`src/rtl/lzc_pkg.sv`:
```
// Shared helpers and pair-encoder constants for the lzc_pipe leading/trailing-zero counter.
package lzc_pkg;

    localparam logic [1:0] ENC_ZERO = 2'b10;
    localparam logic [1:0] ENC_ONE  = 2'b01;
    localparam logic [1:0] ENC_MSB  = 2'b00;

    function automatic int clog2(input int value);
        int r;
        r = 0;
        while ((1 << r) < value) r++;
        return r;
    endfunction

    function automatic int count_w(input int width);
        return clog2(width) + 1;
    endfunction

    function automatic int stage_count(input int levels, input int levels_per_stage);
        return (levels + levels_per_stage - 1) / levels_per_stage;
    endfunction

endpackage

```
`src/rtl/lzc_merge.sv`:
```
// Merge node of the zero-count tree: combines two K-bit child counts (MSB = all-zero flag).
module lzc_merge #(
    parameter int K = 2
) (
    input  logic [K-1:0] left,
    input  logic [K-1:0] right,
    output logic [K:0]   merged
);

    always_comb begin
        if (left[K-1] && right[K-1]) begin
            merged = {1'b1, {K{1'b0}}};
        end else if (left[K-1]) begin
            merged = {2'b01, right[K-2:0]};
        end else begin
            merged = {1'b0, left};
        end
    end

endmodule

```
`src/rtl/lzc_pipe.sv`:
```
// Pipelined leading/trailing-zero counter with valid/ready on both sides.
// Define LZC_NORMALIZE_EN to add out_norm (input shifted by the count) through one extra stage.
module lzc_pipe
    import lzc_pkg::*;
#(
    parameter int WIDTH            = 32,
    parameter int LEVELS_PER_STAGE = 2,
    parameter int TAG_W            = 4
) (
    input  logic                       clk,
    input  logic                       reset,
    input  logic                       in_valid,
    output logic                       in_ready,
    input  logic [WIDTH-1:0]           in_data,
    input  logic                       in_mode,
    input  logic [TAG_W-1:0]           in_tag,
    output logic                       out_valid,
    input  logic                       out_ready,
    output logic [count_w(WIDTH)-1:0]  out_count,
    output logic                       out_zero,
`ifdef LZC_NORMALIZE_EN
    output logic [WIDTH-1:0]           out_norm,
`endif
    output logic [TAG_W-1:0]           out_tag
);

    localparam int L  = clog2(WIDTH);
    localparam int CW = count_w(WIDTH);
    localparam int S  = stage_count(L, LEVELS_PER_STAGE);
`ifdef LZC_NORMALIZE_EN
    localparam int NS = S + 1;
`else
    localparam int NS = S;
`endif

    logic [NS-1:0]    vld_q, vld_d, adv_w, ld_w;
    logic [TAG_W-1:0] tag_q [NS];
    logic [TAG_W-1:0] tag_d [NS];
    logic [WIDTH-1:0] scan_w;
    logic [CW-1:0]    cnt_w;

    // Backpressure runs combinationally from out_ready to in_ready; bubbles collapse.
    always_comb begin
        adv_w = '0;
        ld_w  = '0;
        vld_d = vld_q;
        adv_w[NS-1] = vld_q[NS-1] & out_ready;
        for (int s = NS - 2; s >= 0; s--) begin
            adv_w[s] = vld_q[s] & (~vld_q[s+1] | adv_w[s+1]);
        end
        in_ready = ~vld_q[0] | adv_w[0];
        ld_w[0]  = in_valid & in_ready;
        for (int s = 1; s < NS; s++) begin
            ld_w[s] = adv_w[s-1];
        end
        for (int s = 0; s < NS; s++) begin
            vld_d[s] = ld_w[s] | (vld_q[s] & ~adv_w[s]);
        end
    end

    always_comb begin
        tag_d[0] = ld_w[0] ? in_tag : tag_q[0];
        for (int s = 1; s < NS; s++) begin
            tag_d[s] = ld_w[s] ? tag_q[s-1] : tag_q[s];
        end
    end

    always_ff @(posedge clk) begin
        if (reset) begin
            vld_q <= '0;
        end else begin
            vld_q <= vld_d;
        end
        tag_q <= tag_d;
    end

    // Trailing-zero mode is a leading-zero count of the bit-reversed vector.
    always_comb begin
        for (int i = 0; i < WIDTH; i++) begin
            scan_w[i] = in_mode ? in_data[WIDTH-1-i] : in_data[i];
        end
    end

    for (genvar l = 1; l <= L; l++) begin : g_lvl
        localparam int NO = WIDTH >> l;
        localparam int OW = l + 1;
        localparam int SI = (l - 1) / LEVELS_PER_STAGE;
        logic [NO*OW-1:0] comb_w;
        logic [NO*OW-1:0] nxt_w;

        if (l == 1) begin : g_enc
            for (genvar n = 0; n < NO; n++) begin : g_pair
                assign comb_w[2*n +: 2] = scan_w[2*n+1] ? ENC_MSB :
                                          (scan_w[2*n] ? ENC_ONE : ENC_ZERO);
            end
        end else begin : g_mrg
            logic [2*NO*l-1:0] src_w;
            assign src_w = g_lvl[l-1].nxt_w;
            for (genvar n = 0; n < NO; n++) begin : g_node
                lzc_merge #(.K(l)) u_merge (
                    .left   (src_w[(2*n+1)*l +: l]),
                    .right  (src_w[(2*n)*l +: l]),
                    .merged (comb_w[n*OW +: OW])
                );
            end
        end

        if ((l % LEVELS_PER_STAGE == 0) || (l == L)) begin : g_reg
            logic [NO*OW-1:0] lvl_q, lvl_d;
            always_comb lvl_d = ld_w[SI] ? comb_w : lvl_q;
            always_ff @(posedge clk) lvl_q <= lvl_d;
            assign nxt_w = lvl_q;
        end else begin : g_comb
            assign nxt_w = comb_w;
        end
    end

    assign cnt_w = g_lvl[L].nxt_w;

`ifdef LZC_NORMALIZE_EN
    logic [WIDTH-1:0] dat_q [S];
    logic [WIDTH-1:0] dat_d [S];
    logic [S-1:0]     mode_q, mode_d;
    logic [CW-1:0]    ncnt_q, ncnt_d;
    logic [WIDTH-1:0] norm_q, norm_d;

    always_comb begin
        dat_d  = dat_q;
        mode_d = mode_q;
        ncnt_d = ncnt_q;
        norm_d = norm_q;
        if (ld_w[0]) begin
            dat_d[0]  = in_data;
            mode_d[0] = in_mode;
        end
        for (int s = 1; s < S; s++) begin
            if (ld_w[s]) begin
                dat_d[s]  = dat_q[s-1];
                mode_d[s] = mode_q[s-1];
            end
        end
        // An all-zero vector shifts to zero on its own, so no special case is needed.
        if (ld_w[S]) begin
            ncnt_d = cnt_w;
            norm_d = mode_q[S-1] ? (dat_q[S-1] >> cnt_w) : (dat_q[S-1] << cnt_w);
        end
    end

    always_ff @(posedge clk) begin
        dat_q  <= dat_d;
        mode_q <= mode_d;
        ncnt_q <= ncnt_d;
        norm_q <= norm_d;
    end

    assign out_count = vld_q[NS-1] ? ncnt_q : '0;
    assign out_norm  = vld_q[NS-1] ? norm_q : '0;
`else
    assign out_count = vld_q[NS-1] ? cnt_w : '0;
`endif

    // Data registers are not reset; gating with valid gives the idle output values.
    assign out_valid = vld_q[NS-1];
    assign out_zero  = out_count[CW-1];
    assign out_tag   = vld_q[NS-1] ? tag_q[NS-1] : '0;

endmodule
```
`config.mk`:
```
export PLATFORM = sky130hd
export DESIGN_NAME = lzc_pipe
export DESIGN_NICKNAME = d
export VERILOG_FILES = /design/src/rtl/lzc_pkg.sv /design/src/rtl/lzc_merge.sv /design/src/rtl/lzc_pipe.sv
export SDC_FILE = /design/constraint.sdc
export NUM_CORES = 1
export LEC_CHECK = 0
export BUFFER_PORTS_ARGS = -buffer_cell sky130_fd_sc_hd__buf_2
export CAP_MARGIN = 30
export CORE_ASPECT_RATIO = 1.4
export CORE_MARGIN = 8
export CORE_UTILIZATION = 53
export CTS_CLUSTER_SIZE = 40
export DETAILED_ROUTE_END_ITERATION = 7
export HOLD_SLACK_MARGIN = 0.15
export PLACE_DENSITY = 0.77
export SYNTH_ARGS = -nofsm -noshare
export SYNTH_HDL_FRONTEND = slang
export SYNTH_HIERARCHICAL = 1
export SYNTH_SLANG_ARGS = --single-unit
```
`constraint.sdc`:
```
create_clock -name clk -period 2.8 [get_ports clk]
set_input_delay 0.28 -clock clk [delete_from_list [all_inputs] [get_ports clk]]
set_output_delay 0.28 -clock clk [all_outputs]
set_load 0.01 [all_outputs]
```
==> results of run 1 <==
-- logic make-up (layout without fill, tap and decap cells) --
| kind of cell | count (synthesis) | in the layout | synth area share |
|---|---|---|---|
| compound gates | 45 | 45 | 0.149 |
| buf+inv | 33 | 92 | 0.0516 |
| flops | 55 | 55 | 0.553 |
| mux | 16 | 16 | 0.0615 |
| simple gates | 78 | 78 | 0.185 |
-- how the worst max path moves through the flow --
stage                                               to  depth (start not counted)                 from
CTS                  g_lvl[2].g_reg.lvl_q[6]$_DFFE_PP_                          4              in_mode
detailed placement   g_lvl[2].g_reg.lvl_q[6]$_DFFE_PP_                          4              in_mode
global placement    g_lvl[2].g_reg.lvl_q[12]$_DFFE_PP_                          4              in_mode
finish               g_lvl[2].g_reg.lvl_q[6]$_DFFE_PP_                          4              in_mode
floorplan            g_lvl[2].g_reg.lvl_q[0]$_DFFE_PP_                          2  vld_q[2]$_SDFF_PP0_
global route         g_lvl[2].g_reg.lvl_q[1]$_DFFE_PP_                          3  vld_q[2]$_SDFF_PP0_
-- per-stage QoR --
step / util / cell area [µm²]
floorplan: - / 2930
global placement: 0.593 / 3230
detailed placement: 0.598 / 3260
CTS: 0.628 / 3420
global route: 0.630 / 3430
finish: 0.630 / 3430
-- critical path, cell delays in order --
cell	delay, ps
buf_2	660
mux2_2	440
nor2b_4	130
a22o_1	190
-- where the power goes --
part           internal (mW)  total (mW)  switching, mW
Combinational          0.120       0.229          0.109
Clock                  0.357       0.596          0.239
Sequential             0.951       0.969         0.0179
Total                   1.43        1.79          0.366
-- cell usage after synthesis, drive strengths merged --
master,count
a21oi,3
inv,26
a22o,26
nand2,8
nand2b,1
mux2,16
and2,28
buf,6
nor2b,15
edfxtp,52
clkbuf,1
o32ai,8
nor2,24
a32o,8
nand4b,1
nand3b,1
dfxtp,3
-- flip-flops by register name, summed over array words and instances, names as in the netlist --
| signal | flops |
|---|---|
| tag_q | 12 |
| vld_q | 3 |
| cnt_w | 6 |
| g_lvl.g_reg.lvl_q | 34 |
-- final cells by class --
class                           count  area, µm²  share of cell area
Timing Repair Buffer               58        333              0.0971
Inverter                           26       97.6              0.0285
Sequential cell                    55       1620               0.473
Multi-Input combinational cell    139       1160               0.338
Tap cell                           68       85.1              0.0248
Clock inverter                      2       60.1              0.0175
Clock buffer                        6       72.6              0.0212
-- per-layer routing --
| layer | part of all wire | routed length [µm] | track usage |
|---|---|---|---|
| met5 | 0 | 0 | 0 |
| met4 | 0.019 | 93 | 0.0559 |
| met3 | 0.047 | 232 | 0.0234 |
| met2 | 0.52 | 2570 | 0.222 |
| met1 | 0.41 | 2050 | 0.135 |
-- timing repair --
item                                   4_1_cts  5_1_grt
hold buffers                                 3        1
endpoints found under the hold margin        3        1
buffers inserted                             0        0
==> impl_metrics.toml, run 1 <==
[critical_path]
required_ps = 2860
worst-path-max-fanout = 48
cp-start-kind = "input port"
r2r-start = "vld_q[2]$_SDFF_PP0_"
end_kind = "flip-flop"
rr_endpoint = "tag_q[10]$_DFFE_PP_"
timing_worst_setup_path_type = "in2reg"
r2r_slack_ps = 1240
r2r_cells = 3
cp.arrival_ps = 1710

[placed_design]
dp_cells = 342
dp_hpwl_um = 3870
gp_congestion = 0.749
io_buffers = 53
dp_slack_ps = 847

[finish]
drive_above_1_share = 0.406
area_delta_synth_final_pct = 16.9
layout_common_cells = "buf_2, edfxtp_1, inv_1"
stdcell_count = 354
nNetsFinal = 326
n_fill_cell = 422
antenna_cells = 0
final_common_cell = "buf_2"

[sta]
min_period_ps = 1650
tns_ps = 0
hold_violations = 0
worst_slack_ps = 1150
fmax_ghz = 0.608
setup_viol_count_final = 0
slew_headroom = 0.418
period_share = 0.588
rsz0062_at_grt = "false"
hold_ws_ps = 171
worst_slew_pin_slew_ps = 873
report.final.slew_viol_count = 0
finClkSkew_ps = 3.16

[route]
antenna_left = 0
via_per_inst = 5.20
wirelength_um = 4950
drt_first_pass_iters = 3
vias = 1840
wire_per_inst_um = 14.0
drt_iter0_markers = 101
drc = 0

[synth]
yosysWarnings = 6
yosysTopAreaCell = "edfxtp_1"
ys_types = 22
synth_nets = 268
avgSynthCellArea_um2 = 12.9
ys_ff_latch = 55
yosys-top-cells-area = "edfxtp_1, nor2b_4, a22o_1"
ys_seq_area_frac = 0.553
synth_top_area_frac = 0.533
syn-cell-area_um2 = 2930
syn_inst = 227

[floorplan]
die_height_um = 104
die-area_um2 = 8200
num_rows = 32
io-pin-count = 54
start_util = 0.538
die_w_um = 78.9
core_area_um2 = 5450

[pwr]
power.total_mw = 1.79
peakVddDrop_v = 0.000271
power.density_nw_per_um2 = 523
leakagePower_nw = 1.41

[clock_network]
clk_pin_slew_ps = 90
cts_buffers = 5
cts-root-buf = "clkbuf_8"
htree_levels = 2
tritoncts = "yes"
clk_latency_ps = 300
post_cts_resized = 0
cts_buffer_depth = 2
cts.sinks = 55

[min_path]
hold_path_class = "in2reg"
min_from = "reset"
min_to = "vld_q[2]$_SDFF_PP0_"
hold_depth = 2

[global_route]
grt_max_degree = 49
grt_use_total = 0.124
grt_overflow = 0
grt_pass1_wl_um = 8310
first_global_vias = 1898
antenna_found_initial = 0

[flow_run]
drv_cap = 0

[status]
status = "completed"
(Power assumes the default switching activity.)
==> inputs of run 2 (changes only) <==
==> constraint.sdc (replaced) <==
create_clock -name clk -period 1.7 [get_ports clk]
set_input_delay 0.17 -clock clk [delete_from_list [all_inputs] [get_ports clk]]
set_output_delay 0.17 -clock clk [all_outputs]
set_load 0.01 [all_outputs]
==> run 2 against run 1 <==
Against the previous run:
- die area is the same
- worst hold slack gained 3.2 ps
- combinational power grew 65%
- sequential power grew 65%
- wire length shrank 2.3%
- clock skew grew 3.0 ps
- sequential cell count is the same
- cell count grew 1.4%
==> impl_metrics.toml, run 2 (synthesis gave the netlist of run 1 again) <==
[global_route]
grt_pass1_wl_um = 8110
grt_use_total = 0.123
grt_max_degree = 29
first_global_vias = 1982
antenna_found_initial = 0
grt_overflow = 0

[placed_design]
dp_slack_ps = 81.8
dp_cells = 345
gp_congestion = 0.812
io_buffers = 53
dp_hpwl_um = 3920

[route]
antenna_left = 0
drt_iter0_markers = 70
vias = 1890
wl_met2_um = 2610
routed.top_layer = "met4"
drc = 0
wirelength_um = 4830
wl_met1_um = 1790
via_per_inst = 5.26
met3_length_um = 248
wire_per_inst_um = 13.5
drt_first_pass_iters = 4

[clock_network]
clk_pin_slew_ps = 80
cts_buffers = 5
clk_latency_ps = 300
cts_setup_buffers = 0
cts_hold_buf = 6
post_cts_resized = 0
cts_buffer_depth = 2
tritoncts = "yes"
htree_levels = 2
cts-root-buf = "clkbuf_8"
cts.sinks = 55

[critical_path]
cp_top_family = "simple AND/OR/NAND/NOR gates"
cpPeakStageDelay_ps = 510
worst-path-max-fanout = 14
cp.arrival_ps = 1360
slowest_stage = "and2_1"
required_ps = 1640
cp-start-kind = "flip-flop"
worstPathBufferInverterCount = 0
timing_worst_setup_path_type = "reg2reg"
path_cells = "nand3b_1 > and2_1"
r2r_slack_ps = 280
end_kind = "flip-flop"

[floorplan]
io-pin-count = 54
die_w_um = 78.9
die_height_um = 104
core_area_um2 = 5450
start_util = 0.538
die-area_um2 = 8200
num_rows = 32

[pwr]
power.density_nw_per_um2 = 851
peakVddDrop_v = 0.000543
leakagePower_nw = 1.42

[status]
status = "completed"

[sta]
tns_ps = 0
worst_slack_ps = 277
slew_headroom = 0.614
rsz0062_at_grt = "false"
report.final.slew_viol_count = 0
hold_violations = 0
setup_viol_count_final = 0
min_period_ps = 1420
fmax_ghz = 0.703
finClkSkew_ps = 6.12
worst_slew_pin_slew_ps = 579
period_share = 0.837

[finish]
stdcell_count = 359
layout_common_cells = "buf_2, edfxtp_1, inv_1"
antenna_cells = 0
largest_reg_flops = 34
drive_above_1_share = 0.409
nNetsFinal = 331
n_fill_cell = 442
top_register = "g_lvl.g_reg.lvl_q"
area_delta_synth_final_pct = 17.7
final_common_cell = "buf_2"

[flow_run]
drv_cap = 0

[min_path]
hold_path_class = "in2reg"
-- run 2: per-layer routing --
metal | GRT usage | vias up
li1 | - | 952
met1 | 0.113 | 869
met2 | 0.228 | 58
met3 | 0.0260 | 11
met4 | 0.0824 | 0
met5 | 0 | -
-- run 2: cell type report --
| class | instances | area [µm²] | area share |
|---|---|---|---|
| inverter | 26 | 97.6 | 0.0283 |
| timing repair buffer | 63 | 355 | 0.103 |
| multi-input combinational | 139 | 1160 | 0.336 |
| tap | 68 | 85.1 | 0.0247 |
| clock inverter | 2 | 60.1 | 0.0174 |
| sequential | 55 | 1620 | 0.470 |
| clock buffer | 6 | 72.6 | 0.0210 |
-- run 2: where the power goes --
group | switching (mW) | leakage (nW) | total (mW) | internal (mW)
Clock | 0.373 | 0.0654 | 0.961 | 0.588
Sequential | 0.0301 | 0.535 | 1.60 | 1.57
Combinational | 0.178 | 0.821 | 0.378 | 0.200
Total | 0.582 | 1.42 | 2.94 | 2.35
-- run 2: final timing paths --
path / startpoint / end / cells after the start
worst max-delay path: vld_q[2]$_SDFF_PP0_ / g_lvl[4].g_reg.lvl_q[8]$_DFFE_PP_ / 2
worst min-delay path: out_ready / vld_q[1]$_SDFF_PP0_ / 3
worst max register to register: vld_q[2]$_SDFF_PP0_ / g_lvl[4].g_reg.lvl_q[8]$_DFFE_PP_ / 2
worst min register to register: tag_q[6]$_DFFE_PP_ / tag_q[2]$_DFFE_PP_ / 0
-- run 2: through the flow --
| stage | hold slack [ps] | total power, mW | area, µm² | utilization |
|---|---|---|---|---|
| 2_1_floorplan | 239 | 1.88 | 2930 | - |
| 3_5_place_dp | 348 | 2.00 | 3260 | 0.598 |
| 5_1_grt | 182 | 3.06 | 3450 | 0.634 |
| 6_report | 174 | 2.94 | 3450 | 0.634 |
| 4_1_cts | 163 | 2.97 | 3450 | 0.634 |
| 3_3_place_gp | 348 | 1.98 | 3260 | 0.598 |
-- run 2: worst register-to-register path, cell delays in order, from the launching register on --
cell and delay, ps:
dfxtp_1 410, nand3b_1 140, and2_1 510
==> inputs of run 3 (changes only) <==
==> constraint.sdc (replaced) <==
create_clock -name clk -period 1.5 [get_ports clk]
set_input_delay 0.15 -clock clk [delete_from_list [all_inputs] [get_ports clk]]
set_output_delay 0.15 -clock clk [all_outputs]
set_load 0.01 [all_outputs]
==> run 3 against run 2 <==
Against the previous run:
- die area unchanged
- critical path type unchanged
- highest routed layer unchanged
- clock skew up 1.5 ps
- largest power group unchanged
- clock-buffer cell count decreased by 1
- combinational power is 17% higher
- global-route usage grew 1.6 points
- sequential cell count unchanged
- sequential power rose by 13%
==> impl_metrics.toml, run 3 (synthesis gave the netlist of run 1 again) <==
[finish]
final_cell_area_um2 = 3450
antenna_cells = 0
final_common_cell = "buf_2"
nNetsFinal = 333
top_register = "g_lvl.g_reg.lvl_q"
largest_reg_flops = 34
drive_above_1_share = 0.420
area_delta_synth_final_pct = 17.8
layout_common_cells = "buf_2, edfxtp_1, inv_1"

[clock_network]
cts-root-buf = "clkbuf_8"
cts_setup_buffers = 0
cts_buffers = 5
clk_latency_ps = 310
tritoncts = "yes"
clk_pin_slew_ps = 100
cts.sinks = 55
htree_levels = 2
cts_buffer_depth = 2

[min_path]
min_from = "in_data[0]"
hold_path_class = "in2reg"

[floorplan]
die_height_um = 104
die_w_um = 78.9
core_area_um2 = 5450
io-pin-count = 54
start_util = 0.538
num_rows = 32
die-area_um2 = 8200

[critical_path]
timing_worst_setup_path_type = "reg2reg"
cp-start-kind = "flip-flop"
end_kind = "flip-flop"
required_ps = 1760
cpPeakStageDelay_ps = 550
r2r-start = "vld_q[2]$_SDFF_PP0_"
worstPathBufferInverterCount = 2
cp_top_family = "buffers and inverters"
worst-path-max-fanout = 2
cp-startpoint = "vld_q[2]$_SDFF_PP0_"
cp.arrival_ps = 1650
slowest_stage = "dlygate4sd3_1"
path_cells = "nand4b_1 > buf_4 > a21oi_1 > dlygate4sd3_1"

[global_route]
grt_use_total = 0.138
grt_max_degree = 29
grt_pass1_wl_um = 9070
antenna_found_initial = 0
first_global_vias = 2061
grt_overflow = 0

[route]
drt_iter0_markers = 89
wl_met2_um = 2980
drt_first_pass_iters = 4
wire_per_inst_um = 14.8
antenna_left = 0
routed.top_layer = "met4"
wirelength_um = 5340
met3_length_um = 258
wl_met1_um = 2020
vias = 1934
drc = 0
via_per_inst = 5.36

[sta]
report.final.slew_viol_count = 0
hold_violations = 0
slew_headroom = 0.661
fmax_ghz = 0.718
min_period_ps = 1390
hold_ws_ps = 290
worst_slew_pin_slew_ps = 508
period_share = 0.929
setup_viol_count_final = 0
rsz0062_at_grt = "false"
finClkSkew_ps = 7.67

[placed_design]
place_area_um2 = 3270
io_buffers = 53
gp_congestion = 0.850
dp_hpwl_um = 4250

[pwr]
power.density_nw_per_um2 = 935
peakVddDrop_v = 0.000718
leakagePower_nw = 1.42
power.total_mw = 3.23

[status]
status = "completed"

[flow_run]
drv_cap = 0
==> run 3: worst reg2reg max path: cells and delay by family (launching register included) <==
kind / cells / cell delay (ps)
buffers and inverters: 2 / 720
flip-flops: 1 / 350
AND/OR/NAND/NOR: 1 / 140
AO/OA/AOI/OAI: 1 / 130
==> run 3: path summary, 6_finish.rpt <==
kind                                        to  slack, ps  cells past startpoint
max                        vld_q[0]$_SDFF_PP0_        110                      4
min          g_lvl[2].g_reg.lvl_q[0]$_DFFE_PP_        290                      3
max reg2reg                vld_q[0]$_SDFF_PP0_        110                      4
min reg2reg                 tag_q[7]$_DFFE_PP_        420                      0
==> run 3: power breakdown <==
part | leakage [nW] | internal [mW] | switching [mW] | total (mW)
Combinational | 0.834 | 0.229 | 0.212 | 0.441
Sequential | 0.536 | 1.78 | 0.0320 | 1.81
Clock | 0.0548 | 0.503 | 0.479 | 0.982
Total | 1.42 | 2.51 | 0.722 | 3.23
==> run 3: layer usage <==
metal	up-vias	global-route usage
met2	52	0.257
li1	961	-
met4	0	0.0598
met3	5	0.0337
met5	-	0
met1	916	0.139
==> run 3: layout make-up <==
class                   count  area [µm²]
repair buffers             65         373
flip-flops and latches     55        1620
inverters                  26        97.6
fillers                   466        1990
well taps                  68        85.1
clock inverters             3        46.3
clock buffers               5        68.8
multi-input cells         139        1160
==> run 3: timing repair <==
item | CTS | global route
endpoints found under the setup margin | 0 | 29
hold buffers | 7 | 0
gates resized for setup | 0 | 2
endpoints found under the hold margin | 7 | 0
==> run 3: stage by stage <==
| step | utilization | TNS [ps] | worst slack, ps | cells |
|---|---|---|---|---|
| finish | 0.634 | 0 | 107 | 361 |
| global route | 0.634 | 0 | 24.3 | 361 |
| CTS | 0.634 | 0 | 80.6 | 361 |
| detailed placement | 0.600 | -575 | -89.7 | 346 |
| global placement | 0.600 | -357 | -54.7 | 346 |
| floorplan | - | 0 | 114 | 227 |
